$ cat config.mk
export PLATFORM = sky130hd
export DESIGN_NAME = ak_pipe_adder
export DESIGN_NICKNAME = d
export VERILOG_FILES = /design/src/rtl/ak_adder_pkg.sv /design/src/rtl/ak_seg_stage.sv /design/src/rtl/ak_pipe_adder.sv
export SDC_FILE = /design/constraint.sdc
export NUM_CORES = 1
export LEC_CHECK = 0
export CAP_MARGIN = 20
export CORE_MARGIN = 3
export CORE_UTILIZATION = 56
export DETAILED_ROUTE_END_ITERATION = 10
export GPL_ROUTABILITY_DRIVEN = 0
export PLACE_DENSITY_LB_ADDON = 0.15
export RECOVER_POWER = 25
export SLEW_MARGIN = 10
export SYNTH_ARGS = -nofsm -noshare
export SYNTH_HDL_FRONTEND = slang
export SYNTH_SLANG_ARGS = --single-unit
$ cat constraint.sdc
create_clock -name clk -period 2.95 [get_ports clk]
set_clock_uncertainty 0.2 [all_clocks]
set_input_delay 0.59 -clock clk [delete_from_list [all_inputs] [get_ports clk]]
set_output_delay 0.59 -clock clk [all_outputs]
set_load 0.03 [all_outputs]
$ cat src/rtl/ak_adder_pkg.sv
// Shared constants and helpers for the segmented pipelined adder family.
// Holds the default geometry plus the stage-count and segment-offset helpers.
package ak_adder_pkg;

  localparam int DEFAULT_WIDTH     = 32;
  localparam int DEFAULT_SEG_WIDTH = 8;

  typedef enum logic {
    OP_ADD = 1'b0,
    OP_SUB = 1'b1
  } op_e;

  function automatic int calc_stages(input int width, input int seg_width);
    return width / seg_width;
  endfunction

  // Bit offset of the least significant bit of segment idx.
  function automatic int seg_lsb(input int idx, input int seg_width);
    return idx * seg_width;
  endfunction

endpackage

$ cat src/rtl/ak_seg_stage.sv
// One pipeline stage of the segmented adder: adds one SEG_WIDTH slice plus carry-in
// and registers the slice sum, carry-out and valid bit whenever the pipe advances.
module ak_seg_stage
  import ak_adder_pkg::*;
#(
  parameter int SEG_WIDTH = DEFAULT_SEG_WIDTH
) (
  input  logic                 clk,
  input  logic                 rst_n,
  input  logic                 en,
  input  logic                 in_valid,
  input  logic [SEG_WIDTH-1:0] a,
  input  logic [SEG_WIDTH-1:0] b,
  input  logic                 cin,
  output logic [SEG_WIDTH-1:0] sum,
  output logic                 cout,
  output logic                 out_valid
);

  logic [SEG_WIDTH:0] raw;

  assign raw = {1'b0, a} + {1'b0, b} + {{SEG_WIDTH{1'b0}}, cin};

  always_ff @(posedge clk or negedge rst_n) begin
    if (!rst_n) begin
      sum       <= '0;
      cout      <= 1'b0;
      out_valid <= 1'b0;
    end else if (en) begin
      sum       <= raw[SEG_WIDTH-1:0];
      cout      <= raw[SEG_WIDTH];
      out_valid <= in_valid;
    end
  end

endmodule

$ cat src/rtl/ak_pipe_adder.sv
// Pipelined carry-segmented adder/subtractor with valid/ready on both sides, one segment per stage.
// Optional signed-overflow output is enabled by defining AK_PIPE_OVF_EN.
module ak_pipe_adder
  import ak_adder_pkg::*;
#(
  parameter int WIDTH     = DEFAULT_WIDTH,
  parameter int SEG_WIDTH = DEFAULT_SEG_WIDTH
) (
  input  logic             clk,
  input  logic             rst_n,
  input  logic             in_valid,
  output logic             in_ready,
  input  logic [WIDTH-1:0] X,
  input  logic [WIDTH-1:0] Y,
  input  logic             Ci,
  input  logic             sub,
  output logic             out_valid,
  input  logic             out_ready,
  output logic [WIDTH-1:0] sum,
  output logic             Co
`ifdef AK_PIPE_OVF_EN
  ,
  output logic             ovf
`endif
);

  localparam int STAGES = calc_stages(WIDTH, SEG_WIDTH);

  if (WIDTH % SEG_WIDTH != 0) begin : g_width_check
    $error("ak_pipe_adder: WIDTH must be a multiple of SEG_WIDTH");
  end

  logic             advance;
  logic             accept;
  logic             cin0;
  logic [WIDTH-1:0] b_op;
  op_e              op;

  // The whole pipe moves as one; a stalled output freezes every stage.
  assign advance  = !out_valid || out_ready;
  assign in_ready = advance;
  assign accept   = in_valid && advance;
  assign op       = sub ? OP_SUB : OP_ADD;
  assign b_op     = (op == OP_SUB) ? ~Y : Y;
  assign cin0     = (op == OP_SUB) ? 1'b1 : Ci;

  for (genvar k = 0; k < STAGES; k++) begin : g_lvl
    logic [SEG_WIDTH-1:0] a_seg;
    logic [SEG_WIDTH-1:0] b_seg;
    logic [SEG_WIDTH-1:0] seg_sum;
    logic                 c_in;
    logic                 v_in;
    logic                 c_out;
    logic                 v_out;

    if (k == 0) begin : g_src
      assign a_seg = X[SEG_WIDTH-1:0];
      assign b_seg = b_op[SEG_WIDTH-1:0];
      assign c_in  = cin0;
      assign v_in  = accept;
    end else begin : g_src
      assign a_seg = g_lvl[k-1].g_skew.x_hi[SEG_WIDTH-1:0];
      assign b_seg = g_lvl[k-1].g_skew.b_hi[SEG_WIDTH-1:0];
      assign c_in  = g_lvl[k-1].c_out;
      assign v_in  = g_lvl[k-1].v_out;
    end

    ak_seg_stage #(
      .SEG_WIDTH (SEG_WIDTH)
    ) u_stage (
      .clk       (clk),
      .rst_n     (rst_n),
      .en        (advance),
      .in_valid  (v_in),
      .a         (a_seg),
      .b         (b_seg),
      .cin       (c_in),
      .sum       (seg_sum),
      .cout      (c_out),
      .out_valid (v_out)
    );

    // Skew: operand bits not yet added ride alongside this stage, next segment in the low bits.
    if (k < STAGES - 1) begin : g_skew
      localparam int HI_W = WIDTH - seg_lsb(k + 1, SEG_WIDTH);
      logic [HI_W-1:0] x_hi;
      logic [HI_W-1:0] b_hi;
      logic [HI_W-1:0] x_src;
      logic [HI_W-1:0] b_src;

      if (k == 0) begin : g_from_port
        assign x_src = X[WIDTH-1:SEG_WIDTH];
        assign b_src = b_op[WIDTH-1:SEG_WIDTH];
      end else begin : g_from_prev
        assign x_src = g_lvl[k-1].g_skew.x_hi[HI_W+SEG_WIDTH-1:SEG_WIDTH];
        assign b_src = g_lvl[k-1].g_skew.b_hi[HI_W+SEG_WIDTH-1:SEG_WIDTH];
      end

      always_ff @(posedge clk or negedge rst_n) begin
        if (!rst_n) begin
          x_hi <= '0;
          b_hi <= '0;
        end else if (advance) begin
          x_hi <= x_src;
          b_hi <= b_src;
        end
      end
    end

    // Deskew: finished lower sum segments ride along so a beat's sum bits leave together.
    if (k > 0) begin : g_lo
      localparam int LO_W = seg_lsb(k, SEG_WIDTH);
      logic [LO_W-1:0] lo_sum;
      logic [LO_W-1:0] lo_src;

      if (k == 1) begin : g_first_lo
        assign lo_src = g_lvl[0].seg_sum;
      end else begin : g_more_lo
        assign lo_src = {g_lvl[k-1].seg_sum, g_lvl[k-1].g_lo.lo_sum};
      end

      always_ff @(posedge clk or negedge rst_n) begin
        if (!rst_n) begin
          lo_sum <= '0;
        end else if (advance) begin
          lo_sum <= lo_src;
        end
      end
    end
  end

  assign out_valid = g_lvl[STAGES-1].v_out;
  assign Co        = g_lvl[STAGES-1].c_out;

  if (STAGES == 1) begin : g_out_single
    assign sum = g_lvl[0].seg_sum;
  end else begin : g_out_multi
    assign sum = {g_lvl[STAGES-1].seg_sum, g_lvl[STAGES-1].g_lo.lo_sum};
  end

`ifdef AK_PIPE_OVF_EN
  logic a_msb_q;
  logic b_msb_q;

  // Carry into the MSB is recovered as a ^ b ^ sum at that bit, so only the operand MSBs need keeping.
  always_ff @(posedge clk or negedge rst_n) begin
    if (!rst_n) begin
      a_msb_q <= 1'b0;
      b_msb_q <= 1'b0;
    end else if (advance) begin
      a_msb_q <= g_lvl[STAGES-1].a_seg[SEG_WIDTH-1];
      b_msb_q <= g_lvl[STAGES-1].b_seg[SEG_WIDTH-1];
    end
  end

  assign ovf = a_msb_q ^ b_msb_q ^ sum[WIDTH-1] ^ Co;
`endif

endmodule
==> summary.md <==
| Metric | Value |
|---|---|
| Pwr per Cell Area | between 1000 and 1500 nW/µm² |
| Drt pass-1 iters | 4 |
| Port-buffer cells | 104 |
| Hold Buf Count CTS | 1 |
| Number of CTS-inserted buffers | 17 |
| Antenna viol nets, final | 0 |
| Final core occ | 0.710 |
| Avg WL per Cell | 14.1 µm |
| R2R setup slack | 360 ps |
| CP Data Arrival Time | roughly 2800 ps |
| Core ar. | 14100 µm² |
| Leakage | between 0.004 and 0.005 µW |
| F_max | 0.365 GHz |
| Worst Hold End | g_lvl[3].u_stage.out_valid |
| Hold Crit Class | flop to flop |
| Placed wire-length estimate | 11300 µm |
| H-tree level count | 4 |
| Max Buffers Root-to-Sink | 2 |
| Status | completed |
| Tot Pwr | 10800 µW |
| CTS resizes | 0 |
| I/O Pins | 105 |
| CTS tree | built |
| Max_cap viols | 0 |
| Total track usage | 0.222 |
| CP startpoint kind | input port |
| Final clock period utilization by the worst path | 0.929 |
| Critical Path Most Common Cell | fa_2 |
| GR Overflow Total | 0 |
| Unrepaired setup endpoints after global routing | false |
| Fin. Hold Viols | 0 |
| Initial DRC count | 458 |
| Root buffer cell | clkbuf_16 |
| Hold path depth | 1 |
| Kind of critical path | input port to flop |
| Setup violations, final | 0 |
| Drt drc | 0 |
| Unique masters post-synth | 30 |
| Commonest non-fill, non-tap cell in the layout | nand2_1 |
| Seq cells post-synth | 184 |
| Total die area | around 16000 µm² |
| Most frequent cells in the layout | 440 x nand2_1, 184 x dfrtp_1, 101 x clkdlybuf4s50_1, 60 x o21ai_0 |
| CP bufs+invs | 2 |
| FF-to-FF path depth | 7 |
| Layout cells sized above 1 | 0.0501 |
| Synth Cell Area | about 8300 µm² |
| Die H | 128 µm |
| FFs w/ async S/R, synth | 1.00 |
| CP cell instances | clkdlybuf4s50_1, or2_2, fa_2, inv_2, fa_2, nor2b_4, o31a_1, o311a_1, o21ai_1, a31oi_1 |
| Synth Instances | 913 |
| Worst EP required | 3020 ps |
| Final Max Tran Viols | 0 |
| Ys flop type | dfrtp_1 |
| Die width | between 100 and 150 µm |
| Clk Latency, worst-skew pair | between 400 and 500 ps |
| Slew @ Worst Pin | 1130 ps |
| N_diodes | 0 |
| Vias in the first global route | 5897 |
| Syn-to-layout area delta | 21.5% |
| Critical Path Max Stage Delay | roughly 400 ps |
| Post-CTS Setup Inserts | 0 |
| Overall routed net length | 16900 µm |
| Register area share after synthesis | 0.556 |
| Minimum clock period | roughly 2700 ps |
| Crit path max-delay cell type | clkdlybuf4s50_1 |
| Row Count | 43 |
| CTS sink count | 184 |
| Vias | 6070 |
| Synth Warn # | 0 |
| Syn Area/Cell | 9.06 µm² |
| Setup TNS | 0 ps |
| Via/cell ratio | 5.07 |
| CP Max Fanout | 3 |
| Largest net degree at the start of global routing | 113 |
| Initial Util | 0.585 |
| Nature of the critical path endpoint | flop |
| Fin nets | 1112 |
| Hold path start | g_lvl[2].u_stage.out_valid |
| Clk pin slew, worst setup/hold paths | 60 ps |
| FF-to-FF Start | g_lvl[2].u_stage.cout |
| Initial antenna violation count | 0 |
| Post-synth EDFFs | 0 |
| Slew margin rel. | 0.248 |
| Top Family by Delay on Critical Path | compound AO/OA/AOI/OAI gates |
| VDD IR max | 0.000531 V |
| Global-route wire length before repair | 28900 µm |
| Syn nets | 1019 |
| Reg2reg end | g_lvl[3].u_stage.sum[6] |
sequential cells by signal (all words and copies together) (netlist names):
register,flops
g_lvl.g_lo.lo_sum,48
g_lvl.g_skew.b_hi,48
g_lvl.g_skew.x_hi,48
g_lvl.u_stage.cout,4
g_lvl.u_stage.out_valid,4
g_lvl.u_stage.sum,32
kinds of logic (layout without fill, tap and decap cells):
logic type / Yosys count / count (layout) / synth area share
flops: 184 / 184 / 0.556
buf+inv: 55 / 159 / 0.0296
simple gates: 479 / 479 / 0.224
xor+xnor: 48 / 48 / 0.0508
compound gates: 111 / 111 / 0.0774
fa+ha+maj: 36 / 36 / 0.0617
Yosys cell counts (2+ instances only):
master | n | share of area
or2_2 | 2 | 0.0015
a21o_1 | 6 | 0.0054
o21bai_1 | 4 | 0.0036
buf_2 | 17 | 0.010
o21ai_0 | 61 | 0.037
o21a_1 | 2 | 0.0018
nor2_1 | 13 | 0.0059
nand2b_1 | 3 | 0.0023
a31oi_1 | 4 | 0.0030
xor2_1 | 20 | 0.021
fa_1 | 8 | 0.019
dfrtp_1 | 184 | 0.56
ha_1 | 28 | 0.042
or3_1 | 3 | 0.0023
clkbuf_1 | 26 | 0.012
a21oi_1 | 16 | 0.0097
nor3_1 | 14 | 0.0085
inv_1 | 9 | 0.0041
xnor2_1 | 28 | 0.030
nor2b_1 | 3 | 0.0023
a211oi_1 | 10 | 0.0091
o211ai_1 | 5 | 0.0045
nand2_1 | 440 | 0.20
routing by layer:
| metal | GRT usage | vias to the layer above | share of wire |
|---|---|---|---|
| met5 | 0 | - | 0 |
| met4 | 0.0713 | 0 | 0.015 |
| met3 | 0.0439 | 18 | 0.036 |
| met2 | 0.354 | 121 | 0.48 |
| met1 | 0.309 | 2835 | 0.47 |
| li1 | - | 3096 | - |
cell type report:
cell class | instances | area (µm²)
Clock buffer | 21 | 450
Clock inverter | 9 | 126
Fill cell | 1131 | 4100
Inverter | 10 | 40.0
Multi-Input combinational cell | 674 | 3430
Sequential cell | 184 | 4600
Tap cell | 180 | 225
Timing Repair Buffer | 119 | 1170
how the worst max path moves through the flow:
stage          slack, ps  cells after the start  startpoint                       to
2_1_floorplan         -5                     11         sub  g_lvl[0].u_stage.sum[6]
3_5_place_dp        -220                     10          Ci    g_lvl[0].u_stage.cout
4_1_cts              230                     10          Ci    g_lvl[0].u_stage.cout
3_3_place_gp        -180                     10          Ci    g_lvl[0].u_stage.cout
5_1_grt              120                     10          Ci  g_lvl[0].u_stage.sum[7]
6_report             210                     10          Ci    g_lvl[0].u_stage.cout
metrics by stage:
| step | setup slack, ps | cells | hold slack [ps] | instance area (µm²) |
|---|---|---|---|---|
| floorplan | -4.69 | 913 | 94.4 | 8300 |
| global placement | -180 | 1166 | 241 | 9500 |
| detailed placement | -225 | 1166 | 245 | 9500 |
| CTS | 227 | 1197 | 260 | 10100 |
| global route | 122 | 1197 | 278 | 10100 |
| finish | 208 | 1197 | 256 | 10100 |
report_power, final:
group,switching (µW),internal [µW]
clock,907,1340
combinational,2530,1760
sequential,658,3650
total,4100,6750
(Power assumes the default switching activity.)
